## src/rtl/vga_timing_gen.sv

```systemverilog
// Parametrised video timing generator: H/V counters advanced by a pixel clock-enable,
// registered syncs, data-enable, coordinates, line/frame strobes and a look-ahead request stream.
module vga_timing_gen #(
  parameter int unsigned CNT_W      = 11,
  parameter int unsigned H_FRONT    = 16,
  parameter int unsigned H_SYNC     = 96,
  parameter int unsigned H_BACK     = 48,
  parameter int unsigned H_ACTIVE   = 640,
  parameter int unsigned V_FRONT    = 10,
  parameter int unsigned V_SYNC     = 2,
  parameter int unsigned V_BACK     = 33,
  parameter int unsigned V_ACTIVE   = 480,
  parameter bit          H_SYNC_POL = 1'b0,
  parameter bit          V_SYNC_POL = 1'b0,
  parameter int unsigned LEAD       = 2
) (
  input  logic             CLK,
  input  logic             SYNC_RST,
  input  logic             iPIX_EN,
  output logic             oH_SYNC,
  output logic             oV_SYNC,
  output logic             oDE,
  output logic [CNT_W-1:0] oCurrent_X,
  output logic [CNT_W-1:0] oCurrent_Y,
  output logic             oLINE_START,
  output logic             oFRAME_START,
  output logic             oREQ_VALID,
  output logic [CNT_W-1:0] oREQ_X,
  output logic [CNT_W-1:0] oREQ_Y
);

  localparam int unsigned BLANK_H = H_FRONT + H_SYNC + H_BACK;
  localparam int unsigned TOTAL_H = BLANK_H + H_ACTIVE;
  localparam int unsigned BLANK_V = V_FRONT + V_SYNC + V_BACK;
  localparam int unsigned TOTAL_V = BLANK_V + V_ACTIVE;
  localparam logic [CNT_W-1:0] HMax = CNT_W'(TOTAL_H - 1);
  localparam logic [CNT_W-1:0] VMax = CNT_W'(TOTAL_V - 1);

  logic [CNT_W-1:0] hc_q, hc_d, vc_q, vc_d;
  logic             hs_q, hs_d, vs_q, vs_d, de_q, de_d;
  logic [CNT_W-1:0] x_q, x_d, y_q, y_d;
  logic             ls_q, ls_d, fs_q, fs_d;
  logic             rv_q, rv_d;
  logic [CNT_W-1:0] rx_q, rx_d, ry_q, ry_d;
  logic [31:0]      h_w, v_w;
  logic             v_act;

  // Compare in 32 bits so TOTAL_H == 2**CNT_W and h+LEAD cannot overflow.
  assign h_w   = 32'(hc_q);
  assign v_w   = 32'(vc_q);
  assign v_act = (v_w >= BLANK_V);

  always_comb begin
    hc_d = hc_q + 1'b1;
    vc_d = vc_q;
    if (hc_q == HMax) begin
      hc_d = '0;
      vc_d = (vc_q == VMax) ? '0 : vc_q + 1'b1;
    end

    hs_d = ((h_w >= H_FRONT) && (h_w < H_FRONT + H_SYNC)) ? H_SYNC_POL : ~H_SYNC_POL;
    vs_d = ((v_w >= V_FRONT) && (v_w < V_FRONT + V_SYNC)) ? V_SYNC_POL : ~V_SYNC_POL;

    de_d = (h_w >= BLANK_H) && v_act;
    x_d  = de_d  ? CNT_W'(h_w - BLANK_H) : '0;
    y_d  = v_act ? CNT_W'(v_w - BLANK_V) : '0;

    rv_d = (h_w + LEAD >= BLANK_H) && (h_w + LEAD < TOTAL_H) && v_act;
    rx_d = rv_d ? CNT_W'(h_w + LEAD - BLANK_H) : '0;
    ry_d = rv_d ? CNT_W'(v_w - BLANK_V) : '0;

    ls_d = iPIX_EN && (hc_q == '0);
    fs_d = ls_d && (vc_q == '0);
  end

  always_ff @(posedge CLK or posedge SYNC_RST) begin
    if (SYNC_RST) begin
      hc_q <= '0;
      vc_q <= '0;
      hs_q <= ~H_SYNC_POL;
      vs_q <= ~V_SYNC_POL;
      de_q <= 1'b0;
      x_q  <= '0;
      y_q  <= '0;
      rv_q <= 1'b0;
      rx_q <= '0;
      ry_q <= '0;
      ls_q <= 1'b0;
      fs_q <= 1'b0;
    end else begin
      // Strobes are recomputed every cycle so they never stretch across idle cycles.
      ls_q <= ls_d;
      fs_q <= fs_d;
      if (iPIX_EN) begin
        hc_q <= hc_d;
        vc_q <= vc_d;
        hs_q <= hs_d;
        vs_q <= vs_d;
        de_q <= de_d;
        x_q  <= x_d;
        y_q  <= y_d;
        rv_q <= rv_d;
        rx_q <= rx_d;
        ry_q <= ry_d;
      end
    end
  end

  assign oH_SYNC      = hs_q;
  assign oV_SYNC      = vs_q;
  assign oDE          = de_q;
  assign oCurrent_X   = x_q;
  assign oCurrent_Y   = y_q;
  assign oLINE_START  = ls_q;
  assign oFRAME_START = fs_q;
  assign oREQ_VALID   = rv_q;
  assign oREQ_X       = rx_q;
  assign oREQ_Y       = ry_q;

endmodule

```

## config.mk

```make
export PLATFORM = sky130hd
export DESIGN_NAME = vga_timing_gen
export DESIGN_NICKNAME = d
export VERILOG_FILES = /design/src/rtl/vga_timing_gen.sv
export SDC_FILE = /design/constraint.sdc
export NUM_CORES = 1
export LEC_CHECK = 0
export ABC_AREA = 1
export ABC_CLOCK_PERIOD_IN_PS = 2300
export CORE_ASPECT_RATIO = 0.5
export CORE_MARGIN = 10
export CORE_UTILIZATION = 37
export CTS_CLUSTER_DIAMETER = 30
export CTS_CLUSTER_SIZE = 16
export DETAILED_ROUTE_END_ITERATION = 16
export HOLD_SLACK_MARGIN = 0.02
export PLACE_DENSITY = 0.63
export SETUP_SLACK_MARGIN = 0.4
export SLEW_MARGIN = 30
export SYNTH_ARGS = -nofsm -noshare
export SYNTH_HDL_FRONTEND = slang
export SYNTH_SLANG_ARGS = --single-unit
```

## constraint.sdc

```tcl
create_clock -name CLK -period 2.3 [get_ports CLK]
set_clock_uncertainty 0.1 [all_clocks]
set_input_delay 0.23 -clock CLK [delete_from_list [all_inputs] [get_ports CLK]]
set_output_delay 0.23 -clock CLK [all_outputs]
set_load 0.05 [all_outputs]
```

* Word level (Yosys, flattened, before mapping)
Index checks and enable logic that the tools add are counted.
** Operators by class
- $add $sub $neg :: 6
- $mul :: 0
- Div/mod/pow operators :: 0
- Order comparisons :: 8
- Equality and inequality tests :: 2
- Shift operators :: 0
- Mux-type cells :: 8
- Bitwise logic cells :: 0
- Reduce and logical (&&, ||, !) cells :: 10
** Operator list (number)
- 11-bit two-way mux :: 6
- 11-bit by 1-bit adder with 11-bit output (second input constant) :: 2
- 11-bit by 10-bit == test with 1-bit output (second input constant) :: 2
- 11-bit logical NOT :: 2
- 11-bit by 8-bit subtractor with 11-bit output (second input constant) :: 2
- 11-bit by 2-bit adder with 12-bit output (second input constant) :: 1
- 12-bit by 8-bit greater-or-equal comparator with 1-bit output (second input constant) :: 1
- 12-bit by 10-bit less-than comparator with 1-bit output (second input constant) :: 1
- 11-bit by 4-bit greater-or-equal comparator with 1-bit output (second input constant) :: 1
- 11-bit by 5-bit greater-or-equal comparator with 1-bit output (second input constant) :: 1
- 11-bit by 6-bit greater-or-equal comparator with 1-bit output (second input constant) :: 1
- 11-bit by 8-bit greater-or-equal comparator with 1-bit output (second input constant) :: 1
- 11-bit by 4-bit less-than comparator with 1-bit output (second input constant) :: 1
- 11-bit by 7-bit less-than comparator with 1-bit output (second input constant) :: 1
- 11-bit by 6-bit subtractor with 11-bit output (second input constant) :: 1
- 1-bit logical AND :: 7
- 1-bit two-way mux :: 2
- 2-bit AND reduction :: 1
** Word-level totals
- Flip-flop bits (word level) :: 72
- Bits in latches :: 0
- RAM bits :: 0
- ROM bits :: 0
- Bits of input ports :: 3
- Output and inout port bits :: 50
- Memories kept :: 0

* Logic depth before layout (Yosys ltp)
Gate-level depths: netlist of the first run.
- Depth after elaboration :: 5
- Mapped depth :: 18

* Worst setup path after synthesis of the first run
OpenSTA, ideal clock, no wires.
- Path kind :: reg2reg
- From :: register hc_q[1]
- To :: register rx_q[1] (netlist: oREQ_X[1])
- Setup time :: 0.066 ns
- Data arrival time :: 1.858 ns
- Slack :: 0.276 ns
- Cell stages (with the launch flop) :: 18
- Buffers on the path :: 1
- Clock period less this slack :: 2.024 ns
- Cell sequence :: dfrtp_1 > inv_1 > nor2_8 > nand2_1 > nand2_1 > nand2_1 > ha_1 > nand2_1 > nor2_1 > nand2_1 > nor2_1 > nand2_1 > inv_1 > nor2_4 > nor2_4 > buf_6 > nand3_1 > nand2_1
** Between the ends
- Cells in the longest elaborated chain, start to end :: 5
- Elaborated cells on any way between the ends :: 7
** RTL lines
- from (decl) :: line 39 : logic [CNT_W-1:0] hc_q, hc_d, vc_q, vc_d;
- from (signal assigned) :: line 78 : hc_q <= '0;
- from (signal assigned) :: line 95 : hc_q <= hc_d;
- 11-bit by 2-bit adder with 12-bit output (*) :: line 69 : rx_d = rv_d ? CNT_W'(h_w + LEAD - BLANK_H) : '0;
- 12-bit by 8-bit greater-or-equal comparator with 1-bit output / 12-bit by 10-bit less-than comparator with 1-bit output (equally long branches) :: line 68 : rv_d = (h_w + LEAD >= BLANK_H) && (h_w + LEAD < TOTAL_H) && v_act;
- 1-bit logical AND (2 in series) :: line 68
- 11-bit two-way mux (*) :: line 69
- to (signal assigned) :: line 103 : rx_q <= rx_d;
- to (decl) :: line 44 : logic [CNT_W-1:0] rx_q, rx_d, ry_q, ry_d;
Mark *: on every way between the ends. The rest lies on a longest branch, timed or not.
A chain may end at the register's enable or synchronous reset.

* Worst setup path after layout of the first run
- From :: register hc_q[2]
- To :: register rx_q[0] (netlist: oREQ_X[0])
** Between the ends
- Cells in the longest elaborated chain, start to end :: 5
- Elaborated cells on any way between the ends :: 6
** RTL lines (line)
- 11-bit by 2-bit adder with 12-bit output (*)
- 12-bit by 8-bit greater-or-equal comparator with 1-bit output / 12-bit by 10-bit less-than comparator with 1-bit output (equally long branches) :: 68
- 1-bit logical AND (*) (2 in series) :: 68
- 11-bit two-way mux (*) :: 69
Marks and branches as above.

==> out/results.ini, run 1 <==
[finish]
final_area_um2 = 5420
diodes = 0
multi_input_area_um2 = 2140
layout.nets = 599
seq_area_um2 = 1820
nFillCells = 1004
drive_gt1_frac = 0.246
area_delta_synth_final_pct = 34.8

[timing]
rsz0062_at_grt = yes
worst_pin_slew_ns = 0.524
final-setup-viol-count = 0
layout_min_cycle_time_ns = 2.09
drv_slew = 0
slew_headroom = 0.650
fin_setup_tns_ns = 0
final_hold_viol_count = 0
fin_crit_sh = 0.908
max_freq_mhz = 479

[worst_setup_path]
max_stage_delay_ns = 0.45
worst-path-buf-inv = 3
rrSetupSlack_ns = 0.21
critPathLaunch = hc_q[2]
reg2reg_from = hc_q[2]
critical_path_class = register to register
path_cells = ha_4 -> nand3_2 -> nand2_2 -> nand2_2 -> inv_2 -> ha_4 -> nand2_2 -> nor2_1 -> nand2_1 -> nor2_2 -> nand2_2 -> inv_2 -> nor2_4 -> nor2_4 -> buf_12 -> nand3_1 -> nand2_1
worstSetupStartpointType = register
crit_path_end_kind = register
reg2reg_depth = 17
reg2reg_to = oREQ_X[0]
worst_path_most_repeated_cell = nand2_2
worst-path-max-fanout = 11
crit_path_top_delay_cell = dfrtp_2
crit_family = simple AND/OR/NAND/NOR gates
crit_arrival_ns = 2.27
required_ns = 2.48

[synth]
synth_nets = 520
syn_area_um2 = 4020
synth.avg_cell_area_um2 = 8.00
synth_seq_area_share = 0.449
ys_warn_count = 0
ys_seq_elements = 72
ys_types = 35
syn_inst = 502

[pwr]
p_int_mw = 3.34
switching_share = 0.450
pwr-share-comb = 0.476
power_leakage_nw = 2.60
power_per_cell_area_nw_per_um2 = 1120
power_frac_seq = 0.303
max-vdd-ir-drop_mv = 0.437
power.switching_mw = 2.73
clock_power_share = 0.222

[routing]
routed_wl_um = 11200
wl_per_cell_um = 15.5
viasPerCell = 4.92
detail_route.iter0.violations = 255
dr.pass1.iters = 4
ant_nets = 0
drc_errors = 0
vias = 3575

[placement]
port_buffers = 52
dpl.hpwl_um = 8110
gp_congestion = 0.918
placed_area_um2 = 4800

[clock_network]
htreeDepth = 3
clk_pin_slew_ns = 0.06
clk_latency_ns = 0.34
cts_num_sinks = 72
postCtsHoldBufs = 0
clockRootBuffer = clkbuf_16
cts_tree = built
numCtsBuffers = 9
cts_buffer_depth = 2

[floorplanning]
die_y_um = 93.7
dieArea_um2 = 15700
fp.coreArea_um2 = 10400
initial_core_util = 0.386
num_rows = 26
die_w_um = 167
io_pins = 53

[global_routing]
antenna_found_initial = 0
grt.overflow.total = 0
grt_start_max_net_pins = 46
track_usage = 0.145
grt_pass1_wl_um = 18600
grt_pass1_vias = 3509

[run_status]
status = finished clean

[job]
maxCapViolCount = 0

[min_path]
hp-class = primary input to asynchronous set/reset pin

==> stage by stage <==
stage	power, mW	std cells	utilization	worst slack (ns)	hold WS (ns)
finish	6.06	726	0.520	0.211	0.131
global route	6.44	726	0.520	0.0777	0.162
CTS	6.03	721	0.506	0.239	0.135
detailed placement	4.44	692	0.461	0.0476	0.365
global placement	4.43	692	0.461	0.109	0.360
floorplan	3.64	502	-	0.368	0.311
==> repair_timing <==
item	CTS	global route
gates resized for setup	24	44
setup buffers	12	4
pin swaps	10	13
gates cloned	1	1
setup endpoints to repair	48	55
endpoints found under the hold margin	0	0
==> power groups by stage <==
stage                     Clock [mW]  Combinational [mW]  Sequential [mW]
final                           1.34                2.88             1.84
after global routing            1.45                3.11             1.89
after CTS                       1.37                2.81             1.84
after detailed placement           0                2.58             1.86
after global placement             0                2.57             1.86
after floorplan                    0                1.18             2.46
==> worst max path at each step <==
stage | to | depth (start not counted)
3_3_place_gp | oREQ_Y[10] | 11
5_1_grt | oREQ_X[3] | 16
3_5_place_dp | oREQ_Y[8] | 13
2_1_floorplan | oREQ_Y[10] | 18
6_report | oREQ_X[0] | 17
4_1_cts | oREQ_Y[7] | 14
==> layer usage <==
layer | GRT usage | up-vias | wire length, um
met5 | 0 | - | 0
met4 | 0.0504 | 0 | 138
met3 | 0.0359 | 15 | 583
met2 | 0.229 | 83 | 5170
met1 | 0.192 | 1690 | 5330
li1 | - | 1787 | -
==> synth_stat cells <==
cell type    n  area, um2
nand2_1    152        571
dfrtp_1     70       1750
inv_1       50        188
nand3_1     41        205
nor2_1      31        116
o21ai_0     19       95.1
o21ai_1     17       85.1
ha_1        15        188
nand2_2     13       81.3
xor2_1      13        114
a21oi_1     10       50.1
nand4_1     10       62.6
nor3_1       7       35.0
clkbuf_1     6       22.5
nand3_2      6       60.1
buf_4        5       37.5
nor2_4       5       56.3
nor4_1       5       31.3
nor2_2       4       25.0
buf_2        3       15.0
buf_6        3       33.8
a211oi_1     2       15.0
dfstp_2      2       52.6
nor2_8       2       40.0
and3b_1      1       8.76
clkinv_2     1       5.00
inv_2        1       3.75
nand2_4      1       11.3
nand3b_1     1       7.51
nor3_2       1       10.0
o2111ai_1    1       8.76
o211ai_1     1       7.51
o21ai_2      1       8.76
or2_2        1       6.26
xnor2_1      1       8.76
==> cell usage in the layout (no fill, tap or decap), types with 7 or more instances in the layout <==
| master | Yosys | final |
|---|---|---|
| xor2_1 | 13 | 13 |
| o21ai_1 | 17 | 15 |
| o21ai_2 | 1 | 11 |
| nand2_1 | 152 | 141 |
| nor3_1 | 7 | 7 |
| clkbuf_16 | 0 | 9 |
| o21ai_0 | 19 | 11 |
| a21oi_1 | 10 | 10 |
| nor2_4 | 5 | 8 |
| dfrtp_2 | 0 | 12 |
| nor2_1 | 31 | 21 |
| nand3_1 | 41 | 37 |
| inv_1 | 50 | 43 |
| dfrtp_1 | 70 | 58 |
| nand3_2 | 6 | 8 |
| nand2_2 | 13 | 21 |
| nor2_2 | 4 | 11 |
| clkdlybuf4s50_1 | 0 | 47 |
| ha_1 | 15 | 13 |
| buf_4 | 5 | 28 |
| nand4_1 | 10 | 10 |
==> final cells by class <==
| type | count | share of cell area |
|---|---|---|
| clock buffers | 9 | 0.0416 |
| clock inverters | 7 | 0.0113 |
| inverters | 52 | 0.0388 |
| multi-input cells | 363 | 0.395 |
| flip-flops and latches | 72 | 0.336 |
| well taps | 140 | 0.0323 |
| repair buffers | 83 | 0.145 |
==> state kept, by name, indices dropped and copies added, names as in the netlist <==
signal	count
oREQ_X	11
oH_SYNC	1
oDE	1
hc_q	11
oREQ_Y	11
vc_q	11
oV_SYNC	1
oFRAME_START	1
oLINE_START	1
oCurrent_X	11
oCurrent_Y	11
oREQ_VALID	1
==> kinds of logic after synthesis <==
family | count (synthesis) | share of synthesized area
XOR/XNOR | 14 | 0.0305
flip-flops | 72 | 0.449
buffers and inverters | 69 | 0.0760
AND/OR/NAND/NOR | 281 | 0.330
AO/OA/AOI/OAI | 51 | 0.0673
adder cells (fa/ha/maj) | 15 | 0.0467
Note: power is estimated with default switching activity, not from simulation.
==> run 2: changes to the inputs <==
- CELL_PAD_IN_SITES_DETAIL_PLACEMENT: default -> 0
- CELL_PAD_IN_SITES_GLOBAL_PLACEMENT: default -> 1
- CTS_CLUSTER_DIAMETER: 30 -> 40
- PLACE_DENSITY: 0.63 -> 0.79
==> run 2 against run 1 <==
Worst setup slack got worse by 0.066 ns; global-route usage decreased by 0.085 points; total power up 1.7%.
==> out/results.ini, run 2 (synthesis results as in run 1) <==
[finish]
final_cells = 733
area_delta_synth_final_pct = 37.7
final_common_cell = nand2_1
layout.nets = 606
final_area_um2 = 5530
final_cell_mix = nand2_1, dfrtp_1, clkdlybuf4s50_1, inv_1, nand3_1
drive_gt1_frac = 0.243
diodes = 0

[placement]
placed_area_um2 = 4840
port_buffers = 52
placedCellCount = 697
pre_cts_ws_ns = 0.0438
gp_congestion = 0.862
dpl.hpwl_um = 8080

[worst_setup_path]
worst_path_most_repeated_cell = nand2_1
critPathLaunch = hc_q[2]
critical_path_class = register to register
path_cells = ha_1 -> nand2_1 -> nor2_1 -> nand2_1 -> nand2_2 -> inv_1 -> nand2_1 -> nand2_2 -> nor2_4 -> nor2_4 -> clkbuf_16 -> nand3_1 -> nand2_1
required_ns = 2.42
worstSetupStartpointType = register
max_stage_delay_ns = 0.48
rrSetupSlack_ns = 0.15
worst-path-max-fanout = 6
crit_arrival_ns = 2.27
reg2reg_from = hc_q[2]
crit_path_top_delay_cell = dfrtp_2
crit_path_end_kind = register

[job]
maxCapViolCount = 0

[global_routing]
grt_pass1_vias = 3671
track_usage = 0.145
antenna_found_initial = 0
grt_pass1_wl_um = 18700
grt.overflow.total = 0
grt_start_max_net_pins = 52

[timing]
fin_ws_ns = 0.145
rsz0062_at_grt = yes
fin_crit_sh = 0.937
layout_min_cycle_time_ns = 2.15
slew_headroom = 0.651
final_hold_viol_count = 0
worst_pin_slew_ns = 0.523
max_freq_mhz = 464
final-setup-viol-count = 0
fin_setup_tns_ns = 0
drv_slew = 0

[clock_network]
cts_tree = built
htreeDepth = 3
cts_buffer_depth = 2
clk_pin_slew_ns = 0.06
cts_num_sinks = 72
clk_latency_ns = 0.33
numCtsBuffers = 9
clockRootBuffer = clkbuf_16

[min_path]
hp-class = primary input to asynchronous set/reset pin

[routing]
ant_nets = 0
viasPerCell = 4.94
dr.pass1.iters = 4
wl_per_cell_um = 15.8
detail_route.iter0.violations = 268
vias = 3621
routed_wl_um = 11600
drc_errors = 0

[floorplanning]
die_w_um = 167
num_rows = 26
initial_core_util = 0.386
dieArea_um2 = 15700
io_pins = 53
die_y_um = 93.7
fp.coreArea_um2 = 10400

[pwr]
power_per_cell_area_nw_per_um2 = 1110
max-vdd-ir-drop_mv = 0.469
power_leakage_nw = 2.62

[run_status]
status = finished clean

## run 2: cell count changes in the layout (fill, tap and decap cells not counted), moves of 3 or more
cell and change:
nor2_2 -7, nor2_1 +5, nand2_2 -4, buf_4 +3, clkdlybuf4s50_1 +3, dlymetal6s2s_1 -3, nor2_4 +3, o21ai_1 -3
## run 2: area by class of cell
class	instances	area [um2]
Timing Repair Buffer	89	858
Fill cell	1010	4880
Clock inverter	6	67.6
Clock buffer	10	229
Sequential cell	72	1820
Tap cell	140	175
Multi-Input combinational cell	364	2180
Inverter	52	208
## run 2: what timing repair did
action / CTS / global route
buffers inserted: 8 / 8
resized for setup: 14 / 48
gates cloned: 1 / 3
pin swaps: 8 / 18
endpoints found under the setup margin: 45 / 51
hold buffers: 0 / 0
## run 2: path summary, 6_finish.rpt
path / end / cells past startpoint
setup / recovery: oREQ_X[4] / 13
hold / removal: oREQ_X[4] / 2
setup reg to reg: oREQ_X[4] / 13
hold reg to reg: oREQ_X[9] / 2
max in group asynchronous: oV_SYNC / 3
min in group CLK: oREQ_X[9] / 2
## run 2: layer usage
layer	vias to the layer above	track usage	part of all wire
met5	-	0	0
met4	0	0.0360	0.0087
met3	9	0.0334	0.043
met2	55	0.246	0.47
met1	1760	0.183	0.47
li1	1797	-	-
## run 2: power breakdown
| part | switching, mW | leakage, nW | internal [mW] |
|---|---|---|---|
| Clock | 0.555 | 0.139 | 0.844 |
| Sequential | 0.284 | 0.901 | 1.56 |
| Combinational | 1.87 | 1.58 | 1.06 |
| Total | 2.71 | 2.62 | 3.46 |
## run 2: through the flow
stage,power [mW],utilization,hold slack (ns)
6_report,6.17,0.531,0.0843
5_1_grt,6.53,0.531,0.0937
4_1_cts,5.98,0.506,0.0760
3_5_place_dp,4.44,0.465,0.362
3_3_place_gp,4.43,0.465,0.364
2_1_floorplan,3.64,-,0.311
## run 2: critical path, delay by kind of cell (launching register included)
kind / cells / cell delay, ns
fa+ha+maj: 1 / 0.24
buf+inv: 2 / 0.22
flops: 1 / 0.48
simple gates: 10 / 0.98
==> run 3: changes to the inputs <==
- ABC_AREA: 1 -> default
- GPL_ROUTABILITY_DRIVEN: default -> 0
- MAX_ROUTING_LAYER: default -> met4
- PLACE_DENSITY: 0.79 -> 0.76
==> run 3 against run 2 <==
The run now ends with negative setup slack left; clock power increased by 9%; maximum frequency decreased by 9.1%; combinational power decreased by 48%.
==> out/results.ini, run 3 <==
[worst_setup_path]
critical_path_cell_count = 11
worst-path-max-fanout = 7
crit_family = compound AO/OA/AOI/OAI gates
max_stage_delay_ns = 0.45
critical_path_class = register to register
worstSetupStartpointType = register
crit_arrival_ns = 2.53
crit_path_top_delay_cell = dfrtp_2
path_cells = ha_4 -> and3_4 -> xnor2_4 -> ha_2 -> nand3_2 -> o31a_1 -> o211ai_1 -> buf_4 -> nand3_4 -> buf_8 -> o2bb2ai_2
crit_path_end_kind = register
reg2reg_to = oREQ_X[5]
required_ns = 2.46
worst-path-buf-inv = 2
crit_end = oREQ_X[5]
reg2reg_depth = 11
critPathLaunch = hc_q[2]
reg2reg_from = hc_q[2]
rrSetupSlack_ns = -0.07

[routing]
routed_wl_um = 11800
dr.pass1.iters = 4
viasPerCell = 5.27
ant_nets = 0
drc_errors = 0
vias = 3254
detail_route.iter0.violations = 182
wl_per_cell_um = 19.0

[clock_network]
htreeDepth = 3
clk_pin_slew_ns = 0.06
cts_tree = built
clk_latency_ns = 0.34
cts_buffer_depth = 2
cts_num_sinks = 72
clockRootBuffer = clkbuf_16
numCtsBuffers = 9

[timing]
fin_crit_sh = 1.03
worst_pin_slew_ns = 0.624
rsz0062_at_grt = yes
final_hold_viol_count = 0
max_freq_mhz = 422
worst_hold_slack_ns = 0.198
layout_min_cycle_time_ns = 2.37
drv_slew = 0
slew_headroom = 0.584
fin_ws_ns = -0.0716
final-setup-viol-count = 21

[floorplanning]
die_y_um = 91.5
num_rows = 25
fp.coreArea_um2 = 9700
io_pins = 53
initial_core_util = 0.390
dieArea_um2 = 14900
die_w_um = 163

[synth]
yosysTopAreaCell = dfrtp_1
ys_types = 56
synth_edf_count = 0
ys_warn_count = 0
synthFlopType = dfrtp_1
synth_nets = 378
synth-async-reset-ratio = 1.00
ys_top_cells_by_count = dfrtp_1, inv_1, xnor2_1, nand2_1, nor2_1
syn_inst = 360
synth_seq_area_share = 0.477
yosysMostFrequentCell = dfrtp_1
synthTopCellsByArea = dfrtp_1, xnor2_1, ha_1
yosysTopAreaCellShare = 0.463
syn_area_um2 = 3780
synth.avg_cell_area_um2 = 10.5
ys_seq_elements = 72

[pwr]
power_leakage_nw = 2.82
fin_total_pwr_mw = 4.49
max-vdd-ir-drop_mv = 0.479
power_per_cell_area_nw_per_um2 = 734

[global_routing]
grt_pass1_vias = 3401
grt_start_max_net_pins = 37
antenna_found_initial = 0
grt.overflow.total = 0
grt_pass1_wl_um = 17800
track_usage = 0.150

[placement]
placedCellCount = 570
dpl.hpwl_um = 7340
port_buffers = 52
placed_area_um2 = 4810
pre_cts_ws_ns = -0.142

[min_path]
hp-class = primary input to asynchronous set/reset pin

[finish]
final_cells = 618
layout.nets = 496
drive_gt1_frac = 0.427
final_cell_mix = dfrtp_1, buf_4, clkdlybuf4s50_1, inv_1, xnor2_1
diodes = 0
final_area_um2 = 6120
nFillCells = 744
area_delta_synth_final_pct = 61.9
final_common_cell = dfrtp_1

[run_status]
status = finished, violations left
violations = negative setup slack

[job]
maxCapViolCount = 0

run 3: area by class of cell:
type	count	area, um2	share of cell area
Inverter	27	105	0.0172
Multi-Input combinational cell	237	2430	0.397
Sequential cell	72	1810	0.296
Tap cell	135	169	0.0276
Timing Repair Buffer	131	1270	0.208
Clock buffer	9	225	0.0368
Clock inverter	7	105	0.0172
run 3: layer usage:
layer  part of all wire  global-route usage
met3              0.045              0.0288
met1               0.44               0.185
met2               0.51               0.242
met4              0.014              0.0507
met5                  0                   -
run 3: worst reg2reg max path, cell delays in order (launching register included):
cell	delay, ns
dfrtp_2	0.45
ha_4	0.18
and3_4	0.20
xnor2_4	0.14
ha_2	0.20
nand3_2	0.07
o31a_1	0.24
o211ai_1	0.19
buf_4	0.18
nand3_4	0.09
buf_8	0.16
o2bb2ai_2	0.12
run 3: power breakdown:
part	switching (mW)	leakage (nW)	internal, mW
sequential	0.110	0.955	1.34
combinational	0.811	1.71	0.698
clock	0.569	0.158	0.962
run 3: worst min path at each step:
stage / cells after the start / slack (ns) / endpoint / from
after global routing: 2 / 0.23 / vc_q[4] / SYNC_RST
after CTS: 2 / 0.22 / vc_q[5] / SYNC_RST
after detailed placement: 1 / 0.37 / oDE / oDE
after global placement: 1 / 0.37 / oDE / oDE
final: 2 / 0.20 / vc_q[4] / SYNC_RST
after floorplan: 1 / 0.31 / hc_q[0] / SYNC_RST
run 3: repair_timing:
action / 4_1_cts / 5_1_grt
setup endpoints to repair: 63 / 69
hold buffers: 0 / 0
pin swaps: 22 / 23
cloned: 0 / 1
buffers inserted: 14 / 17
endpoints found under the hold margin: 0 / 0
resized for setup: 49 / 113
run 3: metrics by stage:
stage                     TNS [ns]   util
after global routing         -2.99  0.631
final                        -1.16  0.631
after floorplan             -0.654      -
after detailed placement     -2.74  0.496
after global placement      -0.998  0.496
after CTS                        0  0.563
run 3: logic make-up (layout without fill, tap and decap cells):
| group | after synthesis | after routing | synth area share |
|---|---|---|---|
| buf+inv | 52 | 174 | 0.0606 |
| xor+xnor | 38 | 38 | 0.0881 |
| fa+ha+maj | 15 | 15 | 0.0497 |
| flops | 72 | 72 | 0.477 |
| compound gates | 79 | 80 | 0.174 |
| mux | 3 | 3 | 0.00828 |
| simple gates | 101 | 101 | 0.142 |
